--- src/rtl/task4_2_pkg.sv ---
// Shared constants and types for the task4_2 serial CRC-32 framer.
// Optional feature macro: CRC_INV_EN (all-ones CRC init and final inversion).
package task4_2_pkg;

    localparam logic [31:0] PREAMBLE_DEF = 32'hAA55_AA55;
    localparam logic [31:0] POLY_DEF     = 32'h04C1_1DB7;
    localparam int          NBITS        = 32;

    // Counter value seen on the edge that samples the final payload bit
    localparam logic [4:0]  LAST_BIT     = 5'(NBITS - 1);

    typedef enum logic [1:0] {
        IDLE,
        SHIFT,
        DONE
    } state_t;

`ifdef CRC_INV_EN
    localparam logic [31:0] CRC_INIT     = 32'hFFFF_FFFF;
    localparam logic [31:0] CRC_XOROUT   = 32'hFFFF_FFFF;
`else
    localparam logic [31:0] CRC_INIT     = 32'h0000_0000;
    localparam logic [31:0] CRC_XOROUT   = 32'h0000_0000;
`endif

endpackage

--- src/rtl/crc32_serial_step.sv ---
// One bit-step of an MSB-first, non-reflected CRC-32 LFSR.
// Ports: crc_in (current register), bit_in (next message bit), crc_out (updated register).
module crc32_serial_step
    import task4_2_pkg::*;
(
    input  logic [31:0] crc_in,
    input  logic        bit_in,
    output logic [31:0] crc_out
);

    logic fb;

    assign fb      = crc_in[31] ^ bit_in;
    assign crc_out = {crc_in[30:0], 1'b0} ^ (fb ? POLY_DEF : 32'h0);

endmodule

--- src/rtl/task4_2.sv ---
// Serial-in CRC-32 transmitter framer: 32 payload bits after a start strobe
// become {PREAMBLE, payload, crc} on yout, flagged by done.
// Ports: clk, rst_n (async active-low), start, data (serial, MSB first),
//        yout[95:0] (registered frame), done (registered frame-valid).
// Macro CRC_INV_EN selects all-ones CRC init and final inversion.
module task4_2
    import task4_2_pkg::*;
(
    input  logic        clk,
    input  logic        rst_n,
    input  logic        start,
    input  logic        data,
    output logic [95:0] yout,
    output logic        done
);

    state_t      state;
    state_t      state_nx;
    logic [4:0]  cnt;
    logic [31:0] sr;
    logic [31:0] sr_nx;
    logic [31:0] fec2;
    logic [31:0] fec2_nx;
    logic        last;

    assign sr_nx = {sr[30:0], data};
    assign last  = (cnt == LAST_BIT);

    crc32_serial_step u_step (
        .crc_in  (fec2),
        .bit_in  (data),
        .crc_out (fec2_nx)
    );

    always_ff @(posedge clk or negedge rst_n) begin
        if (!rst_n) begin
            state <= IDLE;
        end else begin
            state <= state_nx;
        end
    end

    always_comb begin
        state_nx = state;
        case (state)
            IDLE:    if (start) state_nx = SHIFT;
            SHIFT:   if (last)  state_nx = DONE;
            DONE:    if (start) state_nx = SHIFT;
            default: state_nx = IDLE;
        endcase
    end

    always_ff @(posedge clk or negedge rst_n) begin
        if (!rst_n) begin
            cnt  <= '0;
            sr   <= '0;
            fec2 <= CRC_INIT;
            yout <= '0;
            done <= 1'b0;
        end else begin
            case (state)
                IDLE, DONE: begin
                    // yout keeps the previous frame until the new one completes
                    if (start) begin
                        cnt  <= '0;
                        fec2 <= CRC_INIT;
                        done <= 1'b0;
                    end
                end
                SHIFT: begin
                    sr   <= sr_nx;
                    fec2 <= fec2_nx;
                    cnt  <= cnt + 5'd1;
                    if (last) begin
                        yout <= {PREAMBLE_DEF, sr_nx, fec2_nx ^ CRC_XOROUT};
                        done <= 1'b1;
                    end
                end
                default: begin
                    cnt <= '0;
                end
            endcase
        end
    end

endmodule

--- config.mk ---
export PLATFORM = sky130hd
export DESIGN_NAME = task4_2
export DESIGN_NICKNAME = d
export VERILOG_FILES = /design/src/rtl/task4_2_pkg.sv /design/src/rtl/crc32_serial_step.sv /design/src/rtl/task4_2.sv
export SDC_FILE = /design/constraint.sdc
export NUM_CORES = 1
export LEC_CHECK = 0
export BUFFER_PORTS_ARGS = -buffer_cell sky130_fd_sc_hd__buf_2
export CAP_MARGIN = 15
export CORE_ASPECT_RATIO = 1.1
export CORE_MARGIN = 2
export CORE_UTILIZATION = 30
export DETAILED_ROUTE_END_ITERATION = 12
export GPL_ROUTABILITY_DRIVEN = 0
export PLACE_DENSITY = 0.53
export RECOVER_POWER = 100
export SLEW_MARGIN = 10
export SYNTH_ARGS = -nofsm -noshare
export SYNTH_HDL_FRONTEND = slang
export SYNTH_SLANG_ARGS = --single-unit
--- constraint.sdc ---
create_clock -name clk -period 2.83 [get_ports clk]
set_input_delay 0.1415 -clock clk [delete_from_list [all_inputs] [get_ports clk]]
set_output_delay 0.1415 -clock clk [all_outputs]
set_load 0.01 [all_outputs]
; Word level (Yosys, flattened, before mapping)
; Index checks and enable logic that the tools add are counted.
[op_classes]
n_mux = 11
n_bitwise = 2
addsub = 1
reduce_logical = 7
n_eq_ne = 5
[ops]
columns = op, n
row1 = case mux 32 bit (2 select lines), 1
row2 = 2-to-1 mux 32 bit, 1
row3 = XOR 32 x 27 -> 32 bit, 1
row4 = 2-to-1 mux 27 bit, 1
row5 = case mux 5 bit (2 select lines), 1
row6 = AND reduction 2 bit, 3
row7 = "adder 5 x 1 -> 5 bit, second input constant", 1
row8 = "== test 5 bit, second input constant", 1
row9 = 2-to-1 mux 5 bit, 1
row10 = 2-to-1 mux 2 bit, 2
row11 = case mux 2 bit (2 select lines), 1
row12 = AND reduction 3 bit, 1
row13 = "== test 2 x 1 -> 1 bit, second input constant", 1
row14 = "== test 2 bit, second input constant", 1
row15 = logical NOT 2 bit, 1
row16 = 2-to-1 mux 1 bit, 2
row17 = "!= test 2 x 1 -> 1 bit, second input constant", 1
row18 = "!= test 2 bit, second input constant", 1
row19 = case mux 1 bit (2 select lines), 1
row20 = nonzero test 2 bit, 1
row21 = OR reduction 2 bit, 1
row22 = XOR 1 bit, 1
[word_totals]
wordCells = 32
output_inout_bits = 97
reg_bits = 136
in_bits = 4

; Longest topological paths before layout
[logic_depth]
ltp_word = 4
mapped_depth = 7
mapped_depth_nobuf = 6

; By module
; A second synthesis with hierarchy kept.
[hier_totals]
cells_unflattened = 441
hier_area_um2 = 5893.2
[by_module_without_submodules]
columns = module, seq_area_each_um2, n_inst, area_each_um2, cells_each
row1 = task4_2, 3403.3, 1, 5383.9, 405
row2 = crc32_serial_step, 0.0, 1, 509.2, 36

; Worst setup path before layout
; No wires, ideal clock.
[synth_timing]
path_kind = register to register
start = reg cnt[0]
end = reg yout[0]
required_time_ns = 2.705
setup_slack_ns = 1.017
path_buffers = 1
arrival_ns = 1.688
path_stages_with_launch = 7
cell_sequence = dfrtp_1 ha_1 and3_1 ha_1 nand3b_1 buf_2 mux2_2
[synth_between]
elab_chain_cells = 2
[synth_lines]
columns = element, line_no
row1 = from (decl), task4_2.sv:19  ; logic [4:0] cnt;
row2 = from (signal assigned), task4_2.sv:73  ; cnt <= cnt + 5'd1;
row3 = == test 5 bit, task4_2.sv:27  ; assign last = (cnt == LAST_BIT);
row4 = AND reduction 2 bit (no line), n/a
row5 = to (signal assigned), task4_2.sv:75  ; yout <= {PREAMBLE_DEF, sr_nx, fec2_nx ^ CRC_XOROUT};
row6 = to (decl), task4_2.sv:13  ; output logic [95:0] yout,
; Every way passes these cells.
; A chain may end at the register's enable or synchronous reset.

; Final worst setup path
[layout_timing]
start = reg cnt[0]
end = reg yout[57]
; Same word-level chain as after synthesis.

==> impl_results.md <==
- Leakage power: about 3 nW
- Hold WC Path Type: input port to register
- CP Class: register to register
- Total GRT Usage: 11.8%
- Tightest Pin Transition: 1640 ps
- Layer with the highest usage: met2
- Final WL: ~10000 um
- Layout area overhead: 18.4%
- Antenna diode count: 0
- Detail Route Antenna Nets: 0
- Clock Latency Late Sink: 410 ps
- Initial antenna violation count: 0
- Cells after Synth: 435
- DRC viols: 0
- Initial core utilization: 30.5%
- Post-synthesis sequential area ratio: 63.4%
- Avg Cell Area, Syn: 12.3 um2
- Combinational Power Share: around 27%
- Main synth FF type: dfrtp_1
- Crit path launch type: register
- Worst reg2reg path startpoint: cnt[0]
- Setup TNS Final: 0 ps
- DR iter-0 viols: 165
- Fillers: 1832
- H-tree depth: 4
- Internal: 4.94 mW
- Simple-gate portion of the synthesized area: under 10%
- Fin crit period: around 2300 ps
- M2 GR Usage: approximately 18%
- Fmax achieved: about 430 MHz
- Clock power frac: ~28%
- Hold-fix buffers, CTS: 2
- Status: finished, violations left
- Tcrit/Tclk final: 81.3%
- DP HPWL: approximately 6400 um
- Power after layout: 7.42 mW
- Power per Cell Area: 1170 nW/um2
- Yosys reg bits: 136
- Mux cell area share after synthesis: a little over a tenth
- Vias: 3284
- Sequential share of power: around 45%
- Dpl ws: roughly 760 ps
- Synth Warn #: 0
- Largest net degree at the start of global routing: 73
- Final Net Count: approximately 510
- Reported net switching power: 2.49 mW
- Vias in the first global route: 3383
- Multi-input gate area: 1670 um2
- CTS tree: yes
- RSZ-0062 raised after global routing: no
- Fin util: 36.1%
- I/O pin count: approximately 100
- Violated checks: capacitance limit, slew limit
- Fin worst setup slack: ~530 ps
- Adder-cell share of the synthesized area: less than 1%
- Core Box Area: 17600 um2
- Crit path max fanout: 30
- Global routing usage on met3: under 10%
- Post-Synth XOR/XNOR Area: 2.59%
- Commonest cells after routing, fill and taps aside: dfrtp_1, nand2_1, clkbuf_1, mux2_2, a22o_1
- Commonest non-fill, non-tap cell in the layout: dfrtp_1
- Largest family of logic cells by synthesized area: multiplexers
- CP endpoint kind: register
- Core Rows: slightly above 50
- Hold Vio Cnt, Final: 0
- Post-Route Skew: 6.09 ps
- Headroom to the max-slew limit: -9.07%
- Max-Cap Viols: 1
- Remaining Overflow, GRT: 0
- Clk slew on worst S/H paths: 60 ps
- Final slew viol count: 65
- Post-synth EDFFs: 0
- Synth async-reset ratio: 100%
- Worst Hold Launch: start
- CTS root buf: clkbuf_16
- Post-CTS Resized: 0
- Mapped Area: 5370 um2
- Met1 usage: around 15%
- Die Y: ~140 um
- Post-CTS setup buffer count: 0
- TritonCTS sink count: 136
- TritonCTS buffer count: 17
- Avg WL per Cell: 13.6 um
- First-pass GRT wire length: 17500 um
- Drt pass-1 iters: 4
- Placed cell area: 5890 um2
- Final setup fails: 0
- Reg area: 3400 um2
- Distinct cells, synth: 27
- Post-route cell area: 6360 um2
- WP data required: roughly 3100 ps
- Crit path launch: cnt[0]
- Crit path arrival time: roughly 2600 ps
- Port Buf Inserts: 84
- Switching Share: 33.5%
- Drt via density: 4.33
- Die Area: 19000 um2
- Overall die width: 132 um
- Synth Area in Compound Gates: 7.29%
- VDD IR-drop max: roughly 480 uV
- CTS max path bufs: 2
- Layout cell share with drive strength beyond 1: 18.1%
## synthesized netlist by cell type (all sizes together), types with 2 or more instances
cell       n  share of area (%)
clkbuf    12               0.84
nand2    112                7.8
xor2       2               0.47
mux2      51                 11
o2bb2ai   13                2.1
buf       44                5.7
o21ai     16                1.5
xnor2     13                2.1
ha         2               0.47
a22o      21                3.4
dfrtp    136                 63
nand2b     3               0.35
## kinds of logic (layout without fill, tap and decap cells)
logic type                 count (synthesis)  count (layout)
DFF                                      136             136
and+or+nand+nor                          122             122
buffers and inverters                     56             126
AOI/OAI and AO/OA                         52              52
muxes                                     51              51
xor gates and xnor gates                  15              15
adders and majority gates                  2               2
other                                      1              16
## registers in the layout (all words and copies together) (netlist names)
name and cells:
done 1, yout 65, fec2 32, sr 31
state 2, cnt 5
## critical path, stage by stage (launching register included)
cell	delay, ps
dfrtp_1	400
ha_1	220
and3_1	180
ha_1	180
nand3b_1	140
clkbuf_2	630
mux2_2	410
## routing by layer
layer	vias up	part of all wire [%]
met1	1641	47
li1	1552	-
met3	18	4.5
met5	-	0
met4	0	1.9
met2	73	47
## per-stage QoR
step | hold WS, ps | cells
2_1_floorplan | -154 | 450
3_3_place_gp | 162 | 724
3_5_place_dp | 181 | 724
4_1_cts | 19.5 | 758
5_1_grt | 84.4 | 758
6_report | 31.4 | 758
## layout make-up
type	instances	area share (%)
Multi-Input combinational cell	258	26.3
Clock buffer	21	7.40
Tap cell	238	4.68
Clock inverter	11	1.53
Timing Repair Buffer	94	6.59
Sequential cell	136	53.5
## worst paths after layout
kind                       endpoint  slack (ps)  cells after the start
max                        yout[57]         530                      6
min                        state[0]          30                      3
max reg2reg                yout[57]         530                      6
min reg2reg                  sr[30]         470                      2
max in group asynchronous    sr[26]        1020                      3
min in group asynchronous  yout[30]         700                      2
## power by group through the flow
stage               clock (mW)  combinational [mW]  sequential, mW
floorplan                    0                1.42            3.39
global placement             0                2.13            3.33
detailed placement           0                2.17            3.36
CTS                       2.15                2.19            3.33
global route              2.24                2.28            3.46
finish                    2.09                2.00            3.34
(Power assumes the default switching activity.)
